[src/rtl/mem_access_pkg.sv]
// Shared state encoding and default widths for the memory access controller.
package mem_access_pkg;

    localparam int unsigned DefDataWidth = 16;
    localparam int unsigned DefAddrWidth = 10;

    typedef enum logic [2:0] {
        StIdle,
        StIssue,
        StCapture,
        StWrite,
        StResp
    } state_e;

endpackage

[src/rtl/mem_byte_merge.sv]
// Combinational lane merge: replaces one byte lane of a 16-bit word with a new byte.
module mem_byte_merge
    import mem_access_pkg::*;
#(
    parameter int unsigned DATA_WIDTH = DefDataWidth
) (
    input  logic [DATA_WIDTH-1:0] word_i,
    input  logic [7:0]            byte_i,
    input  logic                  hi_i,
    output logic [DATA_WIDTH-1:0] merged_o
);

    always_comb begin
        merged_o = word_i;
        if (hi_i) begin
            merged_o[15:8] = byte_i;
        end else begin
            merged_o[7:0] = byte_i;
        end
    end

endmodule

[src/rtl/mem_access_ctrl.sv]
// Single-port RAM access sequencer for loads and word stores; defining MEM_BYTE_WRITE_EN
// adds read-modify-write byte stores through mem_byte_merge.
module mem_access_ctrl
    import mem_access_pkg::*;
#(
    parameter int unsigned DATA_WIDTH = DefDataWidth,
    parameter int unsigned ADDR_WIDTH = DefAddrWidth
) (
    input  logic                  clk,
    input  logic                  rst,
    input  logic                  req_valid,
    output logic                  req_ready,
    input  logic                  req_we,
    input  logic                  req_byte,
    input  logic                  req_hi,
    input  logic [ADDR_WIDTH-1:0] req_addr,
    input  logic [DATA_WIDTH-1:0] req_wdata,
    output logic                  rsp_valid,
    output logic [DATA_WIDTH-1:0] rsp_rdata,
    output logic [ADDR_WIDTH-1:0] mem_addr,
    output logic [DATA_WIDTH-1:0] mem_data,
    output logic                  mem_we,
    input  logic [DATA_WIDTH-1:0] mem_q
);

    state_e                state_q;
    logic [ADDR_WIDTH-1:0] addr_q;
    logic [DATA_WIDTH-1:0] wdata_q;
    logic [DATA_WIDTH-1:0] rsp_rdata_q;
    logic [DATA_WIDTH-1:0] merged_word;
    logic                  we_q;
    logic                  rsp_valid_q;
    logic                  byte_sel;
    logic                  byte_store;

`ifdef MEM_BYTE_WRITE_EN
    logic byte_q;
    logic hi_q;

    assign byte_sel   = req_byte;
    assign byte_store = we_q & byte_q;

    mem_byte_merge #(
        .DATA_WIDTH(DATA_WIDTH)
    ) u_byte_merge (
        .word_i  (mem_q),
        .byte_i  (wdata_q[7:0]),
        .hi_i    (hi_q),
        .merged_o(merged_word)
    );
`else
    logic unused_lane_sel;

    assign unused_lane_sel = req_byte ^ req_hi;
    assign byte_sel        = 1'b0;
    assign byte_store      = 1'b0;
    assign merged_word     = mem_q;
`endif

    // Gated by rst so a reset cycle neither accepts a request nor commits a write.
    assign req_ready = (state_q == StIdle) && !rst;
    assign mem_we    = (state_q == StWrite) && !rst;
    assign mem_addr  = addr_q;
    assign mem_data  = wdata_q;
    assign rsp_valid = rsp_valid_q;
    assign rsp_rdata = rsp_rdata_q;

    always_ff @(posedge clk) begin
        if (rst) begin
            state_q     <= StIdle;
            addr_q      <= '0;
            wdata_q     <= '0;
            we_q        <= 1'b0;
            rsp_valid_q <= 1'b0;
            rsp_rdata_q <= '0;
`ifdef MEM_BYTE_WRITE_EN
            byte_q      <= 1'b0;
            hi_q        <= 1'b0;
`endif
        end else begin
            rsp_valid_q <= 1'b0;
            unique case (state_q)
                StIdle: begin
                    if (req_valid) begin
                        addr_q  <= req_addr;
                        wdata_q <= req_wdata;
                        we_q    <= req_we;
`ifdef MEM_BYTE_WRITE_EN
                        byte_q  <= req_byte;
                        hi_q    <= req_hi;
`endif
                        state_q <= (req_we && !byte_sel) ? StWrite : StIssue;
                    end
                end
                StIssue: begin
                    state_q <= StCapture;
                end
                StCapture: begin
                    // Byte stores fold the read word into the write data before WRITE.
                    if (byte_store) begin
                        wdata_q <= merged_word;
                        state_q <= StWrite;
                    end else begin
                        rsp_rdata_q <= mem_q;
                        rsp_valid_q <= 1'b1;
                        state_q     <= StResp;
                    end
                end
                StWrite: begin
                    rsp_rdata_q <= wdata_q;
                    rsp_valid_q <= 1'b1;
                    state_q     <= StResp;
                end
                StResp: begin
                    state_q <= StIdle;
                end
                default: begin
                    state_q <= StIdle;
                end
            endcase
        end
    end

endmodule

[config.mk]
export PLATFORM = sky130hd
export DESIGN_NAME = mem_access_ctrl
export DESIGN_NICKNAME = d
export VERILOG_FILES = /design/src/rtl/mem_access_pkg.sv /design/src/rtl/mem_byte_merge.sv /design/src/rtl/mem_access_ctrl.sv
export SDC_FILE = /design/constraint.sdc
export NUM_CORES = 1
export LEC_CHECK = 0
export BUFFER_PORTS_ARGS = -buffer_cell sky130_fd_sc_hd__buf_2
export CORE_UTILIZATION = 30
export CTS_CLUSTER_SIZE = 8
export DETAILED_ROUTE_END_ITERATION = 6
export GPL_TIMING_DRIVEN = 0
export PLACE_DENSITY = 0.62
export SETUP_SLACK_MARGIN = 0.4
export SKIP_CTS_REPAIR_TIMING = 1
export SLEW_MARGIN = 10
export SYNTH_ARGS = -nofsm -noshare
export SYNTH_HDL_FRONTEND = slang
export SYNTH_HIERARCHICAL = 1
export SYNTH_SLANG_ARGS = --single-unit
export TNS_END_PERCENT = 20
[constraint.sdc]
create_clock -name clk -period 1.9 [get_ports clk]
set_input_delay 0.38 -clock clk [delete_from_list [all_inputs] [get_ports clk]]
set_output_delay 0.38 -clock clk [all_outputs]
set_load 0.05 [all_outputs]
* Yosys cells after proc, flatten, opt, wreduce, memory -nomap -nowiden
Index checks and enable logic that the tools add are counted.
** Storage, ports and cells
- Word-level logic and storage cells :: 21
- Bits in writable memories :: 0
- Bits in read-only memories :: 0
- Latch bits :: 0
- Flip-flop bits (word level) :: 46
- Memories kept :: 0
- Input bits :: 48
- Output and inout bits :: 45
** Operators by class
- Muxes and demuxes :: 5
- Reduce and logical (&&, ||, !) cells :: 7
- Divide/modulo/power cells :: 0
- Bitwise operators :: 0
- Multiply operators :: 0
- Add/subtract/negate cells :: 0
- Shifts and indexed selects :: 0
- Equality and inequality tests :: 4
- Magnitude comparators :: 0
** Operators by type and width (number)
- case mux 16 bit (2 select lines) :: 1
- case mux 3 bit (3 select lines) :: 1
- equality test 3 x 2 -> 1 bit (second input constant) :: 2
- equality test 3 x 1 -> 1 bit (second input constant) :: 1
- logical NOT 3 bit :: 1
- 2-to-1 mux 3 bit :: 1
- logical AND 1 bit :: 2
- 2-to-1 mux 2 bit :: 1
- inequality test 2 bit (second input constant) :: 1
- AND reduction 2 bit :: 1
- nonzero test 2 bit :: 1
- OR reduction 2 bit :: 1
- logical NOT 1 bit :: 1
- 2-to-1 mux 1 bit :: 1

* Depth between registers and ports, before layout
Gate-level depths: netlist (run 1).
- Depth in word-level cells :: 3
- Mapped depth :: 5
- Gate-level depth less buffers :: 3

* Worst setup path before layout (run 1)
Ideal clock, no wire load.
- Path kind :: register to output
- From :: register state_q[0]
- To :: output req_ready
- Buffers on the path :: 1
- Setup slack :: -595 ps
- Arrival time :: 2115 ps
- Required time :: 1520 ps
- Stages on the path, launching flop included :: 3
- Cells stage by stage :: dfxtp_1 > buf_4 > nor4_1
** Between the ends
- Longest elaborated chain between the ends :: 2
** Ends and longest elaborated chain
- from (decl) :: RTL line mem_access_ctrl.sv:26 : state_e state_q;
- from (signal assigned) :: RTL line mem_access_ctrl.sv:70 : state_q <= StIdle;
- from (signal assigned) :: RTL line mem_access_ctrl.sv:92 : state_q <= (req_we && !byte_sel) ? StWrite : StIssue;
- from (signal assigned) :: RTL line mem_access_ctrl.sv:96 : state_q <= StCapture;
- logical NOT 3 bit :: RTL line mem_access_ctrl.sv:61 : assign req_ready = (state_q == StIdle) && !rst;
- logical AND 1 bit :: RTL line mem_access_ctrl.sv:61
- to (decl) :: RTL line mem_access_ctrl.sv:12 : output logic req_ready,
Every way passes these cells.

* Worst setup path in the final report (run 1)
- From :: register state_q[1]
- To :: output mem_we
** Between the ends
- Longest elaborated chain between the ends :: 2
** Ends and longest elaborated chain
- equality test 3 x 2 -> 1 bit :: RTL line mem_access_ctrl.sv:62 : assign mem_we = (state_q == StWrite) && !rst;
- logical AND 1 bit :: RTL line mem_access_ctrl.sv:62
- to (decl) :: RTL line mem_access_ctrl.sv:22 : output logic mem_we,
Every way passes these cells.

==> impl_metrics.csv, run 1 <==
group,metric,value,unit
outcome,status,"finished clean",
sta,clock.fmax,0.5804,GHz
power,p_total,2.321,mW
detailed_routing,route.vias.total,1674,
floorplan,die_w,78.88,um
sta,skew,2.394,ps
grt,grt_overflow_total,0,
detailed_routing,wirelength,4.645,mm
grt,grt_pass1_wl,7.217,mm
synth,synth_top_family_by_area,"simple AND/OR/NAND/NOR gates",
finish,drive_gt1_share,40.07,%
detailed_routing,drt-initial-drc-count,57,
synth,yosysMostFrequentCell,"nand2_1",
sta,setup_viol,0,
finish,antenna_cells,0,
synth,ys_top_cells_by_area,"dfxtp_1 52%, nand2_1 11%, mux2i_1 9.0%",
synth,synth-main-ff-cell,"dfxtp_1",
worst_setup_path,cp_cell_sequence,"nor2b_4, buf_6, nor2b_4, and2_4, buf_8",
synth,ys_types,16,
clocking,cts_max_level,2,
synth,synth_common_cells,"52 x nand2_1, 46 x dfxtp_1, 27 x a21oi_1",
grt,track_usage,14.93,%
worst_setup_path,crit_path_max_fanout,4,
clocking,clock_sinks,46,
detailed_routing,first_pass_iters,4,
grt,grt_pass1_vias,1524,
placement,place_area,0.002326,sq mm
worst_setup_path,path_buf_inv,2,
synth,synth-async-reset-ratio,0,%
synth,ys_seq_area_share,51.94,%
detailed_routing,wl_per_cell,12.42,um
sta,slew_headroom,63.23,%
synth,synthXorXnorAreaFrac,0,%
floorplan,die_y,78.88,um
detailed_routing,drc_errors,0,
floorplan,floorplan.initialDensity,31.62,%
placement,place_congestion,0.7282,
synth,syn_area,0.001773,sq mm
detailed_routing,postRouteAntennaNets,0,
clocking,cts_buffers,5,
sta,fin_crit,1723,ps
power,powerDensity,914.1,mW/mm^2
flow_run,maxCapViolCount,0,
sta,hold_violations,0,
placement,io_buffers,89,
synth,synth_cells,198,
power,vdd_drop_max,0.3358,mV
sta,worstMarginPinSlew,551.6,ps
finish,area_growth,43.19,%
worst_setup_path,critPathKind,"reg2out",
floorplan,num_rows,27,
floorplan,io_pins,93,
clocking,insertion_delay,290,ps
floorplan,dieArea,0.006221,sq mm
synth,ys_ff_latch,46,
grt,grt_antenna_before_repair,0,
detailed_routing,viasPerCell,4.476,
worst_setup_path,cp_top_family,"simple AND/OR/NAND/NOR gates",
worst_setup_path,crit_arrival,1340,ps
clocking,cts_buffer_depth,2,
clocking,clkTransAtPathRegs,80,ps
clocking,cts_tree,"built",
worst_setup_path,endpoint_kind,"output port",
sta,drv_slew,0,
finish,nets,349,
synth,synth-simple-area-share,18.77,%
worst_setup_path,critPathSlowestCell,"dfxtp_4",
synth,synth_nets,246,
worst_setup_path,startpoint_type,"flip-flop",
worst_hold_path,hold_class,"in2reg",
floorplan,coreArea,0.005608,sq mm
synth,synthAdderAreaFrac,0,%
placement,dp_hpwl,3.305,mm
synth,synth_top_area_cell,"dfxtp_1",
sta,period_share,90.68,%
power,p_leak,1.161,nW
worst_setup_path,cpMostUsedCell,"nor2b_4",
synth,synth_edf_count,0,
worst_setup_path,critPathMaxStageDelay,380,ps
synth,yosysWarnings,6,
synth,synth_top_area_share,51.94,%
synth,synth_compound_area_share,14.40,%
synth,synthMuxAreaShare,9.033,%
sta,rsz0062_at_grt,"yes",
synth,syn_area_per_cell,8.954,sq um
worst_setup_path,required,1520,ps
finish,stdcell_area,0.002539,sq mm
clocking,cts_root_buf,"clkbuf_8",
grt,grt_start_max_net_pins,14,
==> worst min-delay path: stages <==
cell and delay (ps):
buf_2 90, nand2_1 40, a21oi_1 50
==> stage by stage <==
step           setup slack [ps]  hold WS [ps]  utilization (%)  std cells  TNS (ps)
2_1_floorplan             379.4         501.7                -        198         0
3_3_place_gp              164.4         438.0            41.48        359         0
3_5_place_dp              162.8         444.9            41.48        359         0
4_1_cts                  -177.9         302.9            43.11        367    -177.9
5_1_grt                   123.4         309.8            45.27        374         0
6_report                  177.1         312.9            45.27        374         0
==> where the power goes <==
| group | internal, mW | total, mW | switching, mW |
|---|---|---|---|
| clock network | 0.294 | 0.609 | 0.315 |
| registers | 1.03 | 1.08 | 0.0430 |
| logic | 0.207 | 0.635 | 0.428 |
==> area by class of cell <==
| type | instances | area [sq um] |
|---|---|---|
| Buffer | 16 | 130.1 |
| Clock buffer | 7 | 86.33 |
| Clock inverter | 1 | 5.005 |
| Fill cell | 591 | 3069 |
| Multi-Input combinational cell | 136 | 780.7 |
| Sequential cell | 46 | 932.1 |
| Tap cell | 72 | 90.09 |
| Timing Repair Buffer | 96 | 514.2 |
==> final timing paths <==
| path | end | start | cells after the start | slack, ps |
|---|---|---|---|---|
| max | mem_we | state_q[1] | 5 | 180 |
| min | mem_data[2] | req_wdata[2] | 3 | 310 |
| max reg2reg | mem_addr[8] | state_q[1] | 6 | 350 |
| min reg2reg | mem_addr[0] | mem_addr[0] | 2 | 460 |
==> per-layer routing <==
| layer | track usage [%] | part of all wire [%] |
|---|---|---|
| met5 | 0 | 0 |
| met2 | 24.35 | 47 |
| met3 | 4.138 | 5.9 |
| met1 | 18.91 | 46 |
| met4 | 5.091 | 1.4 |
==> flip-flops by register name (all words and copies together) (netlist names) <==
| signal | count |
|---|---|
| rsp_valid | 1 |
| mem_addr | 10 |
| rsp_rdata | 16 |
| state_q | 3 |
| mem_data | 16 |
==> cells in the final DEF (no fill, tap or decap), drive strengths merged, types with 2 or more instances in the layout <==
cell    count
a211oi     16
a21oi      27
and2        2
buf       106
clkbuf     13
dfxtp      46
mux2i      16
nand2      52
nor2       16
nor2b       3
nor4        2
==> cell families (layout without fill, tap and decap cells) <==
group / Yosys count / after routing
AO/OA/AOI/OAI: 43 / 43
buffers and inverters: 16 / 120
flip-flops: 46 / 46
multiplexers: 16 / 16
AND/OR/NAND/NOR: 77 / 77
Power figures use the tool's default switching activity.
==> run 2: changes to the inputs <==
Settings changed: CTS_BUF_LIST from default to sky130_fd_sc_hd__clkbuf_4, GPL_TIMING_DRIVEN 0 to default.
==> impl_metrics.csv, run 2 (synthesis gave the netlist of run 1 again) <==
group,metric,value,unit
outcome,status,"finished clean",
worst_setup_path,startpoint_type,"flip-flop",
sta,rsz0062_at_grt,"yes",
clocking,cts_tree,"built",
finish,multi_input_area,780.7,sq um
sta,slew_headroom,78.41,%
finish,seq_area,929.6,sq um
clocking,insertion_delay,350,ps
worst_setup_path,cp_cell_sequence,"nor2b_4, nor2b_4, and2_4, buf_8",
sta,worstMarginPinSlew,323.9,ps
detailed_routing,first_pass_iters,4,
floorplan,floorplan.initialDensity,31.62,%
clocking,clkTransAtPathRegs,130,ps
clocking,cts_root_buf,"clkbuf_4",
worst_setup_path,endpoint_kind,"output port",
power,vdd_drop_max,0.3690,mV
floorplan,io_pins,93,
worst_setup_path,crit_arrival,1320,ps
placement,place_congestion,0.7019,
detailed_routing,drt-initial-drc-count,47,
floorplan,die_y,78.88,um
sta,holdWs,243.2,ps
clocking,cts_buffers,5,
finish,antenna_cells,0,
sta,hold_violations,0,
worst_setup_path,critPathKind,"reg2out",
sta,clock.fmax,0.5899,GHz
placement,dp_hpwl,3.017,mm
worst_setup_path,critPathMaxStageDelay,400,ps
worst_hold_path,hold_class,"in2reg",
detailed_routing,route.vias.total,1700,
floorplan,num_rows,27,
grt,grt_start_max_net_pins,34,
worst_setup_path,path_buf_inv,1,
grt,track_usage,14.96,%
worst_setup_path,cpMostUsedCell,"nor2b_4",
worst_setup_path,critPathSlowestCell,"dfxtp_4",
placement,io_buffers,90,
worst_setup_path,cp_top_family,"simple AND/OR/NAND/NOR gates",
finish,final_cell_mix,"88 x buf_2, 52 x nand2_1, 43 x dfxtp_1",
grt,grt_overflow_total,0,
placement,place_inst,351,
floorplan,dieArea,0.006221,sq mm
sta,fin_crit,1695,ps
worst_setup_path,required,1520,ps
finish,fin_util,43.60,%
clocking,cts_max_level,2,
sta,skew,4.294,ps
sta,setup_viol,0,
clocking,cts_buffer_depth,2,
floorplan,coreArea,0.005608,sq mm
power,p_leak,1.116,nW
grt,grt_pass1_wl,7.245,mm
detailed_routing,viasPerCell,4.670,
clocking,clock_sinks,46,
detailed_routing,drc_errors,0,
finish,drive_gt1_share,40.07,%
finish,nets,339,
detailed_routing,wirelength,4.684,mm
grt,grt_pass1_vias,1514,
sta,period_share,89.22,%
finish,fill_cells,616,
power,powerDensity,884.0,mW/mm^2
detailed_routing,postRouteAntennaNets,0,
detailed_routing,wl_per_cell,12.87,um
flow_run,maxCapViolCount,0,
finish,area_growth,37.90,%
floorplan,die_w,78.88,um
finish,finalNonFillerCells,364,
worst_setup_path,crit_path_max_fanout,5,
sta,drv_slew,0,
grt,grt_antenna_before_repair,0,
finish,final_common_cell,"buf_2",
[run 2: report_power, final]
group	internal (mW)	switching, mW	total [mW]
registers	1.03	0.0431	1.08
logic	0.196	0.425	0.621
clock network	0.154	0.308	0.462
total	1.38	0.776	2.16
[run 2: final timing paths]
check | start | to | slack (ps) | cells after the start
worst max-delay path | state_q[1] | mem_we | 200 | 4
worst min-delay path | req_wdata[3] | mem_data[3] | 240 | 3
worst max register to register | state_q[2] | mem_data[6] | 520 | 4
worst min register to register | mem_addr[1] | mem_addr[1] | 460 | 2
[run 2: worst register-to-register path, cell delays in order (launching register included)]
cell and delay [ps]:
dfxtp_4 390, or4b_1 520, buf_6 210, nand2_1 100, a21oi_1 60
[run 2: stage by stage]
stage	power [mW]	TNS, ps	worst slack, ps	cell area, sq um
5_1_grt	2.275	0	131.7	2445
3_3_place_gp	1.677	0	325.7	2282
6_report	2.161	0	204.8	2445
2_1_floorplan	1.540	0	379.4	1790
4_1_cts	2.149	-149.1	-149.1	2336
3_5_place_dp	1.685	0	291.3	2282
[run 2: metal layers]
metal,up-vias,GRT usage (%),share of wire [%]
met3,7,3.448,4.8
met5,-,0,0
met2,50,24.87,46
met4,0,6.000,1.6
li1,863,-,-
met1,780,18.65,47
[run 2: final cells by class]
class | instances | area share (%)
clock inverter | 2 | 0.3582
sequential | 46 | 38.02
timing repair buffer | 102 | 24.16
tap | 72 | 3.685
multi-input combinational | 136 | 31.93
clock buffer | 6 | 1.842
